**config.mk**
```make
export PLATFORM = sky130hd
export DESIGN_NAME = instr_loader
export DESIGN_NICKNAME = d
export VERILOG_FILES = /design/src/rtl/instr_loader.sv
export SDC_FILE = /design/constraint.sdc
export NUM_CORES = 1
export LEC_CHECK = 0
export BUFFER_PORTS_ARGS = -buffer_cell sky130_fd_sc_hd__buf_4
export CAP_MARGIN = 25
export CORE_MARGIN = 4
export CORE_UTILIZATION = 30
export DETAILED_ROUTE_END_ITERATION = 10
export HOLD_SLACK_MARGIN = 0.05
export PLACE_DENSITY = 0.57
export REMOVE_ABC_BUFFERS = 1
export SLEW_MARGIN = 0
export SYNTH_ARGS = -nofsm -noshare
export SYNTH_HDL_FRONTEND = slang
export SYNTH_SLANG_ARGS = --single-unit
```
**constraint.sdc**
```tcl
create_clock -name clk -period 7.6 [get_ports clk]
set_input_delay 0.76 -clock clk [delete_from_list [all_inputs] [get_ports clk]]
set_output_delay 0.76 -clock clk [all_outputs]
set_load 0.02 [all_outputs]
```
**src/rtl/instr_loader.sv**
```systemverilog
// instr_loader: boot loader that assembles a big-endian byte stream into 32-bit words and writes
// them into instruction memory, holding the core in reset until the image is complete.
//
// Stream: header N (word count), N instruction words, then a checksum word when the optional
// checksum is built in. Every field is 32-bit big-endian: the first byte lands in [31:24].
//
// Optional feature macro: INSTR_LOADER_CSUM_EN
//   defined   - the checksum word is required and must equal the 32-bit sum of the image words.
//   undefined - no checksum word, and the error state is reachable only through a bad header.
//
// Ports:
//   clk, rst        - clock and asynchronous active-high reset
//   start           - abort any load and restart at the header
//   in_valid/in_data/in_ready - byte stream handshake
//   mem_write_en/addr/data    - one-cycle instruction-memory write port
//   cpu_rst         - core reset, high until the image is accepted
//   done, error     - image accepted / image rejected
//   words_loaded    - number of words written so far
module instr_loader #(
  parameter int unsigned            ADDR_WIDTH = 32,
  parameter logic [ADDR_WIDTH-1:0]  BASE_ADDR  = '0,
  parameter int unsigned            MAX_WORDS  = 256,
  localparam int unsigned           CW         = $clog2(MAX_WORDS + 1)
) (
  input  logic                  clk,
  input  logic                  rst,
  input  logic                  start,
  input  logic                  in_valid,
  input  logic [7:0]            in_data,
  output logic                  in_ready,
  output logic                  mem_write_en,
  output logic [ADDR_WIDTH-1:0] mem_write_addr,
  output logic [31:0]           mem_write_data,
  output logic                  cpu_rst,
  output logic                  done,
  output logic                  error,
  output logic [CW-1:0]         words_loaded
);

  localparam logic [2:0] S_HDR  = 3'd0;
  localparam logic [2:0] S_DATA = 3'd1;
`ifdef INSTR_LOADER_CSUM_EN
  localparam logic [2:0] S_CSUM = 3'd2;
`endif
  localparam logic [2:0] S_DONE = 3'd3;
  localparam logic [2:0] S_ERR  = 3'd4;

  logic [2:0]            state_q, state_d;
  logic [1:0]            byte_cnt_q, byte_cnt_d;
  logic [23:0]           shift_q, shift_d;
  logic [CW-1:0]         n_words_q, n_words_d;
  logic [CW-1:0]         wl_q, wl_d;
  logic                  we_q, we_d;
  logic [ADDR_WIDTH-1:0] waddr_q, waddr_d;
  logic [31:0]           wdata_q, wdata_d;
`ifdef INSTR_LOADER_CSUM_EN
  logic [31:0]           sum_q, sum_d;
`else
  // Set while the final write pulse is out; done follows one cycle later so the last
  // word is in memory before the core leaves reset.
  logic                  fin_q, fin_d;
`endif

  logic        loading;
  logic        hs;
  logic        word_done;
  logic [31:0] word;

  assign loading = (state_q == S_HDR) || (state_q == S_DATA)
`ifdef INSTR_LOADER_CSUM_EN
                   || (state_q == S_CSUM);
`else
                   ;
`endif

`ifdef INSTR_LOADER_CSUM_EN
  assign in_ready = loading && !start;
`else
  assign in_ready = loading && !start && !fin_q;
`endif

  assign hs        = in_valid && in_ready;
  assign word_done = hs && (byte_cnt_q == 2'd3);
  // The completing word is the three buffered bytes plus the byte on the bus this cycle.
  assign word      = {shift_q, in_data};

  always_comb begin
    state_d    = state_q;
    byte_cnt_d = byte_cnt_q;
    shift_d    = shift_q;
    n_words_d  = n_words_q;
    wl_d       = wl_q;
    we_d       = 1'b0;
    waddr_d    = waddr_q;
    wdata_d    = wdata_q;
`ifdef INSTR_LOADER_CSUM_EN
    sum_d      = sum_q;
`else
    fin_d      = fin_q;
`endif

    if (start) begin
      state_d    = S_HDR;
      byte_cnt_d = 2'd0;
      wl_d       = '0;
`ifndef INSTR_LOADER_CSUM_EN
      fin_d      = 1'b0;
`endif
    end else begin
      if (hs) begin
        byte_cnt_d = byte_cnt_q + 2'd1;
        shift_d    = {shift_q[15:0], in_data};
      end

      case (state_q)
        S_HDR: begin
          if (word_done) begin
            if ((word == 32'd0) || (word > MAX_WORDS)) begin
              state_d = S_ERR;
            end else begin
              n_words_d = CW'(word);
              wl_d      = '0;
`ifdef INSTR_LOADER_CSUM_EN
              sum_d     = 32'd0;
`endif
              state_d   = S_DATA;
            end
          end
        end

        S_DATA: begin
`ifndef INSTR_LOADER_CSUM_EN
          if (fin_q) begin
            fin_d   = 1'b0;
            state_d = S_DONE;
          end else
`endif
          if (word_done) begin
            we_d    = 1'b1;
            waddr_d = BASE_ADDR + ADDR_WIDTH'({wl_q, 2'b00});
            wdata_d = word;
            wl_d    = wl_q + CW'(1);
`ifdef INSTR_LOADER_CSUM_EN
            sum_d   = sum_q + word;
            if (wl_q + CW'(1) == n_words_q) state_d = S_CSUM;
`else
            if (wl_q + CW'(1) == n_words_q) fin_d = 1'b1;
`endif
          end
        end

`ifdef INSTR_LOADER_CSUM_EN
        S_CSUM: begin
          if (word_done) state_d = (word == sum_q) ? S_DONE : S_ERR;
        end
`endif

        S_DONE, S_ERR: ;

        default: state_d = S_HDR;
      endcase
    end
  end

  always_ff @(posedge clk or posedge rst) begin
    if (rst) begin
      state_q    <= S_HDR;
      byte_cnt_q <= 2'd0;
      shift_q    <= 24'd0;
      n_words_q  <= '0;
      wl_q       <= '0;
      we_q       <= 1'b0;
      waddr_q    <= BASE_ADDR;
      wdata_q    <= 32'd0;
`ifdef INSTR_LOADER_CSUM_EN
      sum_q      <= 32'd0;
`else
      fin_q      <= 1'b0;
`endif
    end else begin
      state_q    <= state_d;
      byte_cnt_q <= byte_cnt_d;
      shift_q    <= shift_d;
      n_words_q  <= n_words_d;
      wl_q       <= wl_d;
      we_q       <= we_d;
      waddr_q    <= waddr_d;
      wdata_q    <= wdata_d;
`ifdef INSTR_LOADER_CSUM_EN
      sum_q      <= sum_d;
`else
      fin_q      <= fin_d;
`endif
    end
  end

  assign mem_write_en   = we_q;
  assign mem_write_addr = waddr_q;
  assign mem_write_data = wdata_q;
  assign words_loaded   = wl_q;
  assign done           = (state_q == S_DONE);
  assign error          = (state_q == S_ERR);
  assign cpu_rst        = (state_q != S_DONE);

endmodule
```
==> metrics.md, run 1 <==
| Metric | Value |
|---|---|
| Outcome | `complete, no violations` |
| Die X | `around 130 um` |
| Crit path max fanout | `8` |
| Sw Share | `0.262` |
| Area Growth Syn to Fin | `20.3%` |
| Via count | `2609` |
| First-pass GRT wire length | `roughly 14000 um` |
| Non-Filler Instances | `565` |
| Sequential share of power | `0.529` |
| Cell mode on critical path | `buf_4` |
| Root Buffer | `clkbuf_16` |
| Worst Max-Slew Pin Slew | `0.699 ns` |
| Commonest non-fill, non-tap cells in the layout | `90 x dfrtp_1, 75 x mux2_2, 69 x buf_4` |
| Net Switching | `294 uW` |
| Max_cap viols | `0` |
| Initial antenna violation count | `0` |
| Main flop type after synthesis | `dfrtp_1` |
| Largest area contributor in the netlist | `dfrtp_1` |
| CTS hold repair buffers | `0` |
| Fin Clk Skew | `approximately 0.0087 ns` |
| EDFF count, synth | `0` |
| Post-synth top area share | `0.546` |
| Synth warnings | `0` |
| DRT iter0 DRCs | `between 100 and 150` |
| Die Y | `125 um` |
| Clock share of power | `0.372` |
| Area contributors post-synth | `dfrtp_1 55%, mux2_2 20%, buf_4 4.6%, xor2_1 1.5%, a21oi_1 1.2%` |
| Gp weighted congestion | `0.765` |
| Final Hold Viols | `0` |
| Slowest cell on the critical path | `or3_1` |
| Pwr Density | `~230 nW/um^2` |
| First-pass DRT Iterations | `4` |
| Max rail drop VDD | `roughly 0.10 mV` |
| WHS | `roughly 0.47 ns` |
| Total power | `1120 uW` |
| DP Wirelength | `about 6000 um` |
| Top delay family on crit path | `simple AND/OR/NAND/NOR gates` |
| Max incr delay on CP | `about 0.49 ns` |
| TritonCTS clock tree | `done` |
| Syn Std Cell Area | `around 4100 um^2` |
| Seq/Total Area, Yosys | `0.546` |
| Commonest non-fill, non-tap cell in the layout | `dfrtp_1` |
| Post-DRT Antenna Nets | `0` |
| Slew headroom | `0.534` |
| Cell Rows | `between 40 and 50` |
| Die footprint | `approximately 16000 um^2` |
| Num CTS Buffers | `9` |
| Setup repair bufs after CTS | `0` |
| Clock transition at path regs | `around 0.060 ns` |
| Period minus WS final | `roughly 2.6 ns` |
| Synthesized instance count | `around 320` |
| Synth Register Bits | `90` |
| Arr. time, crit path | `between 1.5 and 2 ns` |
| Kind of start point of the critical path | `primary input` |
| Final setup fails | `0` |
| Fin crit share | `0.341` |
| Crit end category | `primary output` |
| Clk Latency, worst-skew pair | `roughly 0.34 ns` |
| Worst path cell trace | `buf_4 -> or3_1 -> nor2_1 -> buf_4` |
| Total clock sinks | `90` |
| CP required | `about 7 ns` |
| # DRC | `0` |
| Layout cells sized above 1 | `0.424` |
| Hold crit path type | `primary input to async pin` |
| Ports | `90` |
| Internal | `slightly above 800 uW` |
| Critical setup path kind | `primary input to primary output` |
| Max Buffers Root-to-Sink | `2` |
| WP buf/inv | `2` |
| Gate power share | `0.100` |
| Diode count | `0` |
| DR vias/cell | `about 4.6` |
| Post-Route WL | `8610 um` |
| RSZ-0062 raised after global routing | `false` |
| Avg WL per Cell | `between 15 and 20 um` |
| Grt total ovfl | `0` |
| Largest net degree at the start of global routing | `57` |
| All-layer global routing usage | `0.113` |
| Pleak | `0.00244 uW` |
| Cells after DPL | `549` |
| Library cells used by synthesis | `42` |
| Resize count post-CTS | `0` |
| FFs w/ async S/R, synth | `1.00` |
| Port Buffers | `between 60 and 70` |
| Vias in the first global route | `between 2000 and 3000` |
| # H-tree levels | `3` |
| Slew Viols, Final | `0` |
| Nets | `a little under 400` |
| Core area | `13300 um^2` |
| Syn Area/Cell | `~13 um^2` |
| Starting density of the core | `0.309` |
| Setup tns final | `0 ns` |
| Max Clock Freq | `a little under 400 MHz` |
==> metrics by stage <==
step,worst slack (ns),utilization,cell area (um^2)
2_1_floorplan,3.85,-,3940
3_3_place_gp,4.77,0.351,4680
3_5_place_dp,4.67,0.351,4680
4_1_cts,5.01,0.372,4960
5_1_grt,4.91,0.372,4960
6_report,5.01,0.372,4960
==> power by group through the flow <==
stage                     sequential [uW]  combinational, uW  clock [uW]
after floorplan                       580               90.3           0
after global placement                601                110           0
after detailed placement              603                113           0
after CTS                             595                114         432
after global routing                  603                125         450
final                                 594                112         418
==> per-layer routing <==
layer  track usage  up-vias  wire length (um)
met5             0        -                 0
met4        0.0517        0               187
met1         0.147     1294              4030
met3        0.0316       13               465
met2         0.174       71              3930
li1              -     1231                 -
==> registers in the layout, indices dropped and copies added, names as in the netlist, 2 cells and up <==
name            flops
mem_write_data     32
shift_q            24
mem_write_addr      9
n_words_q           9
words_loaded        9
state_q             3
byte_cnt_q          2
==> Yosys cell counts, types with 2 or more instances <==
cell type / n
nand2b_1: 5
ha_1: 2
xor2_1: 7
buf_4: 25
o31ai_1: 2
mux2_2: 75
o21ai_0: 7
a211o_1: 2
nor3_1: 5
nand3_1: 5
nor4_1: 7
a21oi_1: 10
buf_2: 8
and3_1: 3
nand3b_1: 2
buf_6: 2
inv_1: 7
nand2_1: 10
nand4_1: 4
xnor2_1: 5
nor2_1: 7
clkbuf_1: 4
a31oi_1: 8
nor4b_1: 2
dfrtp_1: 90
==> worst paths after layout <==
| path | from | endpoint | slack, ns | depth (start not counted) |
|---|---|---|---|---|
| setup / recovery | start | in_ready | 5.01 | 4 |
| hold / removal | rst | mem_write_data[27] | 0.47 | 2 |
| setup reg to reg | state_q[2] | words_loaded[1] | 5.20 | 5 |
| hold reg to reg | mem_write_addr[6] | mem_write_addr[6] | 0.51 | 1 |
| max in group asynchronous | rst | mem_write_data[17] | 6.00 | 3 |
| min in group clk | mem_write_addr[6] | mem_write_addr[6] | 0.51 | 1 |
==> kinds of logic after synthesis <==
kind of cell               after synthesis  share of synthesized area
DFF                                     90                      0.546
and+or+nand+nor                         59                     0.0904
adders and majority gates                2                    0.00607
muxes                                   76                      0.207
buffers and inverters                   46                     0.0707
xor gates and xnor gates                12                     0.0255
other                                    1                   0.000909
AOI/OAI and AO/OA                       35                     0.0531
==> final cells by class <==
class                           instances  area [um^2]
Timing Repair Buffer                   69          518
Inverter                                7         27.5
Sequential cell                        90         2250
Multi-Input combinational cell        207         1660
Clock inverter                          5         37.5
Tap cell                              176          220
Clock buffer                           11          243
Fill cell                            1289         8390
(Power assumes the default switching activity.)
==> run 2: changes to the inputs <==
==> constraint.sdc (replaced) <==
create_clock -name clk -period 2.4 [get_ports clk]
set_input_delay 0.24 -clock clk [delete_from_list [all_inputs] [get_ports clk]]
set_output_delay 0.24 -clock clk [all_outputs]
set_load 0.02 [all_outputs]
==> metrics.md, run 2 (synthesis results as in run 1) <==
| Metric | Value |
|---|---|
| Final setup fails | `0 (unchanged)` |
| Max Buffers Root-to-Sink | `2 (unchanged)` |
| Hold Path Sink | `byte_cnt_q[0]` |
| Grt total ovfl | `0 (unchanged)` |
| Die footprint | `15700 um^2 (unchanged)` |
| Arr. time, crit path | `2.52 ns (+0.69 ns)` |
| DRT iter0 DRCs | `169 (+19%)` |
| Min-delay src | `start` |
| Layout cells sized above 1 | `0.429 (+0.00477)` |
| Avg WL per Cell | `15.7 um (+2.8%)` |
| Root Buffer | `clkbuf_16` |
| Placed cell area | `4740 um^2 (+1.2%)` |
| Vias in the first global route | `2767 (+2.5%)` |
| Hold crit path type | `primary input to register` |
| Commonest non-fill, non-tap cell in the layout | `dfrtp_1` |
| Max FFs per register | `32 (unchanged)` |
| Worst path cell trace | `nor4_1 -> nand4_1 -> nor4b_4 -> a211o_1 -> mux2i_1` |
| Max rail drop VDD | `0.298 mV (+200%)` |
| Hold Path Cell Cnt | `2` |
| DR vias/cell | `4.72 (+2.2%)` |
| Period minus WS final | `~2.3 ns` |
| WP buf/inv | `0 (-2)` |
| Post-DRT Antenna Nets | `0 (unchanged)` |
| First-pass DRT Iterations | `4 (unchanged)` |
| Critical setup path kind | `register to register` |
| Pwr Density | `715 nW/um^2 (+220%)` |
| Gp weighted congestion | `0.765 (about the same)` |
| Cells after DPL | `553 (+0.73%)` |
| Post-Route Utilization | `0.377 (+0.00497)` |
| Slowest cell on the critical path | `nor4b_4` |
| Max_cap viols | `0 (unchanged)` |
| Kind of start point of the critical path | `register` |
| Total power | `3600 uW (+220%)` |
| DP Wirelength | `6220 um (+0.85%)` |
| Slew Viols, Final | `0 (unchanged)` |
| Fin crit share | `0.939` |
| Initial antenna violation count | `0 (unchanged)` |
| First-pass GRT wire length | `14800 um (+3.5%)` |
| All-layer global routing usage | `0.117 (+0.00392)` |
| R2R setup slack | `0.15 ns (-5.05 ns)` |
| Diode count | `0 (unchanged)` |
| Commonest non-fill, non-tap cells in the layout | `90 x dfrtp_1, 75 x mux2_2, 71 x buf_4` |
| Non-Filler Instances | `570 (+0.88%)` |
| # H-tree levels | `3 (unchanged)` |
| Ports | `90 (unchanged)` |
| Starting density of the core | `0.309 (unchanged)` |
| Post-Route WL | `8930 um (+3.7%)` |
| Largest net degree at the start of global routing | `56 (-1.8%)` |
| Outcome | `complete, no violations` |
| # DRC | `0 (unchanged)` |
| Max incr delay on CP | `0.47 ns (-0.02 ns)` |
| Setup repair bufs after CTS | `0 (unchanged)` |
| Top delay family on crit path | `simple AND/OR/NAND/NOR gates` |
| Reg-to-Reg End | `words_loaded[1]` |
| Crit end category | `register` |
| Final instance area | `5030 um^2 (+1.3%)` |
| Die Y | `125 um (unchanged)` |
| Clock transition at path regs | `0.07 ns (about the same)` |
| Stages on worst setup path | `5 (+1)` |
| Pleak | `0.00247 uW (+1.4%)` |
| Worst R2R Start | `shift_q[15]` |
| R2R depth | `5 (unchanged)` |
| Worst setup path start | `shift_q[15]` |
| Nets | `403 (+1.3%)` |
| Core area | `13300 um^2 (unchanged)` |
| Crit path max fanout | `8 (unchanged)` |
| Cell Rows | `42 (unchanged)` |
| Die X | `125 um (unchanged)` |
| Via count | `2691 (+3.1%)` |
| Port Buffers | `66 (unchanged)` |
| Clk Latency, worst-skew pair | `0.34 ns (about the same)` |
| CP required | `2.67 ns (-4.17 ns)` |
| RSZ-0062 raised after global routing | `false` |
| Setup tns final | `0 ns (unchanged)` |
| Fin Clk Skew | `0.00487 ns (-0.00382 ns)` |
| Max Clock Freq | `between 400 and 500 MHz` |
| Final Hold Viols | `0 (unchanged)` |
| Num CTS Buffers | `9 (unchanged)` |
| Area Growth Syn to Fin | `21.9%` |
| TritonCTS clock tree | `done` |
| Total clock sinks | `90 (unchanged)` |
[run 2: cell type report]
cell class	count	area, um^2
fillers	1302	8320
flip-flops and latches	90	2250
multi-input cells	207	1660
repair buffers	74	583
clock buffers	11	243
well taps	176	220
clock inverters	5	38.8
inverters	7	27.5
[run 2: timing repair]
item	4_1_cts	5_1_grt
endpoints found under the hold margin	11	0
hold buffers	1	0
resized for setup	0	0
[run 2: how the worst max path moves through the flow]
stage | end | slack (ns)
finish | words_loaded[1] | 0.15
global route | n_words_q[8] | 0.03
CTS | n_words_q[8] | 0.12
detailed placement | n_words_q[8] | 0.21
global placement | words_loaded[1] | 0.24
floorplan | words_loaded[7] | -1.00
[run 2: metrics by stage]
step           worst slack, ns  hold WS [ns]
2_1_floorplan            -1.00         0.303
6_report                 0.147         0.125
4_1_cts                  0.119         0.110
3_5_place_dp             0.214         0.193
3_3_place_gp             0.239         0.188
5_1_grt                 0.0337         0.124
[run 2: worst register-to-register path: stages (launching register included)]
cell	delay, ns
dfrtp_1	0.41
nor4_1	0.45
nand4_1	0.23
nor4b_4	0.47
a211o_1	0.40
mux2i_1	0.22
[run 2: per-layer routing]
metal,vias up,GRT usage,wire length [um]
li1,1241,-,-
met1,1356,0.157,4210
met2,75,0.173,4060
met3,19,0.0290,425
met4,0,0.0612,236
met5,-,0,0
[run 2: power breakdown]
part | total, uW | internal (uW) | switching, uW | leakage (uW)
sequential | 1880 | 1700 | 183 | 0.00120
clock | 1350 | 736 | 612 | 0.000136
combinational | 365 | 194 | 171 | 0.00113
==> run 3: changes to the inputs <==
--- a/config.mk
+++ b/config.mk
@@ -7,7 +7,7 @@
 export LEC_CHECK = 0
 export BUFFER_PORTS_ARGS = -buffer_cell sky130_fd_sc_hd__buf_4
 export CAP_MARGIN = 25
-export CORE_MARGIN = 4
+export CORE_MARGIN = 5
 export CORE_UTILIZATION = 30
 export DETAILED_ROUTE_END_ITERATION = 10
 export HOLD_SLACK_MARGIN = 0.05
==> metrics.md, run 3 (synthesis results as in run 1) <==
| Metric | Value |
|---|---|
| Diode count | `0 (unchanged)` |
| First-pass DRT Iterations | `4 (unchanged)` |
| Grt total ovfl | `0 (unchanged)` |
| WHS | `0.0345 ns (-0.0904 ns)` |
| Dpl ws | `0.195 ns (-0.0183 ns)` |
| # H-tree levels | `3 (unchanged)` |
| Core area | `13300 um^2 (unchanged)` |
| Max FFs per register | `32 (unchanged)` |
| Clk Latency, worst-skew pair | `0.34 ns (about the same)` |
| Nets | `402 (-0.25%)` |
| Crit path max fanout | `9 (+1)` |
| Critical setup path kind | `register to register` |
| Worst Max-Slew Pin Slew | `~0.74 ns` |
| Slew Viols, Final | `0 (unchanged)` |
| # DRC | `0 (unchanged)` |
| RSZ-0062 raised after global routing | `false` |
| Max rail drop VDD | `0.313 mV (+5.0%)` |
| Period minus WS final | `2.22 ns (-0.0360 ns)` |
| Filler instances | `1290 (-0.92%)` |
| Kind of start point of the critical path | `register` |
| CP endpoint | `n_words_q[3]` |
| Pwr Density | `709 nW/um^2 (-0.92%)` |
| CTS hold repair buffers | `0 (-1)` |
| Vias in the first global route | `2765 (-0.072%)` |
| Cells after DPL | `553 (unchanged)` |
| Avg WL per Cell | `15.6 um (-0.54%)` |
| CP required | `2.62 ns (-0.05 ns)` |
| Layout cells sized above 1 | `0.429 (about the same)` |
| Non-Filler Instances | `568 (-0.35%)` |
| Ports | `90 (unchanged)` |
| Max Buffers Root-to-Sink | `2 (unchanged)` |
| Worst setup path start | `shift_q[15]` |
| Fin crit share | `0.924 (-0.0150)` |
| Cell Rows | `42 (unchanged)` |
| Die Y | `127 um (+1.6%)` |
| Area Growth Syn to Fin | `22.0% (about the same)` |
| Resize count post-CTS | `0 (unchanged)` |
| Final setup fails | `0 (unchanged)` |
| Reg-to-Reg End | `n_words_q[3]` |
| Via count | `2653 (-1.4%)` |
| Initial antenna violation count | `0 (unchanged)` |
| Clock transition at path regs | `0.06 ns (about the same)` |
| Gp weighted congestion | `0.774 (+1.2%)` |
| Root Buffer | `clkbuf_16` |
| Starting density of the core | `0.309 (unchanged)` |
| R2R setup slack | `0.18 ns (+0.04 ns)` |
| Max_cap viols | `0 (unchanged)` |
| Setup repair bufs after CTS | `0 (unchanged)` |
| Post-DRT Antenna Nets | `0 (unchanged)` |
| Hold crit path type | `primary input to async pin` |
| Arr. time, crit path | `2.44 ns (-0.08 ns)` |
| Pleak | `0.00247 uW (-0.21%)` |
| Slew headroom | `0.509` |
| All-layer global routing usage | `0.116 (-0.000450)` |
| Crit end category | `register` |
| Max Clock Freq | `451 MHz (+1.6%)` |
| Commonest non-fill, non-tap cell in the layout | `dfrtp_1` |
| TritonCTS clock tree | `done` |
| Final Hold Viols | `0 (unchanged)` |
| Final setup margin | `0.183 ns (+0.0360 ns)` |
| Die X | `127 um (+1.6%)` |
| Worst R2R Start | `shift_q[15]` |
| First-pass GRT wire length | `14900 um (+0.65%)` |
| Commonest non-fill, non-tap cells in the layout | `90 x dfrtp_1, 75 x mux2_2, 70 x buf_4` |
| DP Wirelength | `6330 um (+1.7%)` |
| Post-Route WL | `8860 um (-0.88%)` |
| Num CTS Buffers | `9 (unchanged)` |
| Port Buffers | `66 (unchanged)` |
| R2R depth | `5 (unchanged)` |
| Outcome | `complete, no violations` |
| DR vias/cell | `4.67 (-1.1%)` |
| Fin Clk Skew | `0.00744 ns (+0.00257 ns)` |
| Total clock sinks | `90 (unchanged)` |
| Largest net degree at the start of global routing | `60 (+7.1%)` |
| Die footprint | `16200 um^2 (+3.2%)` |
| DRT iter0 DRCs | `137 (-19%)` |
[run 3: cell count changes in the layout (fill, tap and decap cells not counted), sizes merged]
cell / change
clkbuf: +1
inv: +1
clkinv: -4
dlygate4sd3: -1
clkinvlp: +1
[run 3: critical path, cell delays in order (launching register included)]
cell and delay (ns):
dfrtp_1 0.40, nor4_1 0.40, nand4_1 0.23, nor4b_4 0.47, nand4b_4 0.26, mux2_2 0.33
[run 3: final cells by class]
class | instances | area, um^2 | share of cell area
flip-flops and latches | 90 | 2250 | 0.448
multi-input cells | 207 | 1660 | 0.331
repair buffers | 73 | 586 | 0.116
clock buffers | 12 | 256 | 0.0510
well taps | 176 | 220 | 0.0438
inverters | 7 | 28.8 | 0.00572
clock inverters | 3 | 23.8 | 0.00473
[run 3: how the worst min path moves through the flow]
stage,startpoint,end
floorplan,start,byte_cnt_q[1]
global placement,rst,mem_write_en
detailed placement,rst,mem_write_en
CTS,rst,mem_write_en
global route,rst,mem_write_data[17]
finish,rst,mem_write_data[17]
[run 3: where the power goes]
part           internal (uW)  switching (uW)
clock                    756             568
combinational            192             168
sequential              1700             180
[run 3: routing by layer]
metal	track usage	up-vias	wire, um
met4	0.0492	0	180
met5	0	-	0
met1	0.157	1324	4170
li1	-	1244	-
met2	0.175	70	4040
met3	0.0330	15	474
[run 3: through the flow]
| stage | util | power, uW | cell area (um^2) | TNS [ns] |
|---|---|---|---|---|
| final | 0.377 | 3570 | 5030 | 0 |
| after global routing | 0.377 | 3770 | 5030 | 0 |
| after CTS | 0.377 | 3630 | 5030 | 0 |
| after detailed placement | 0.356 | 2280 | 4750 | 0 |
| after global placement | 0.356 | 2260 | 4750 | 0 |
| after floorplan | - | 2120 | 3940 | -61.55 |
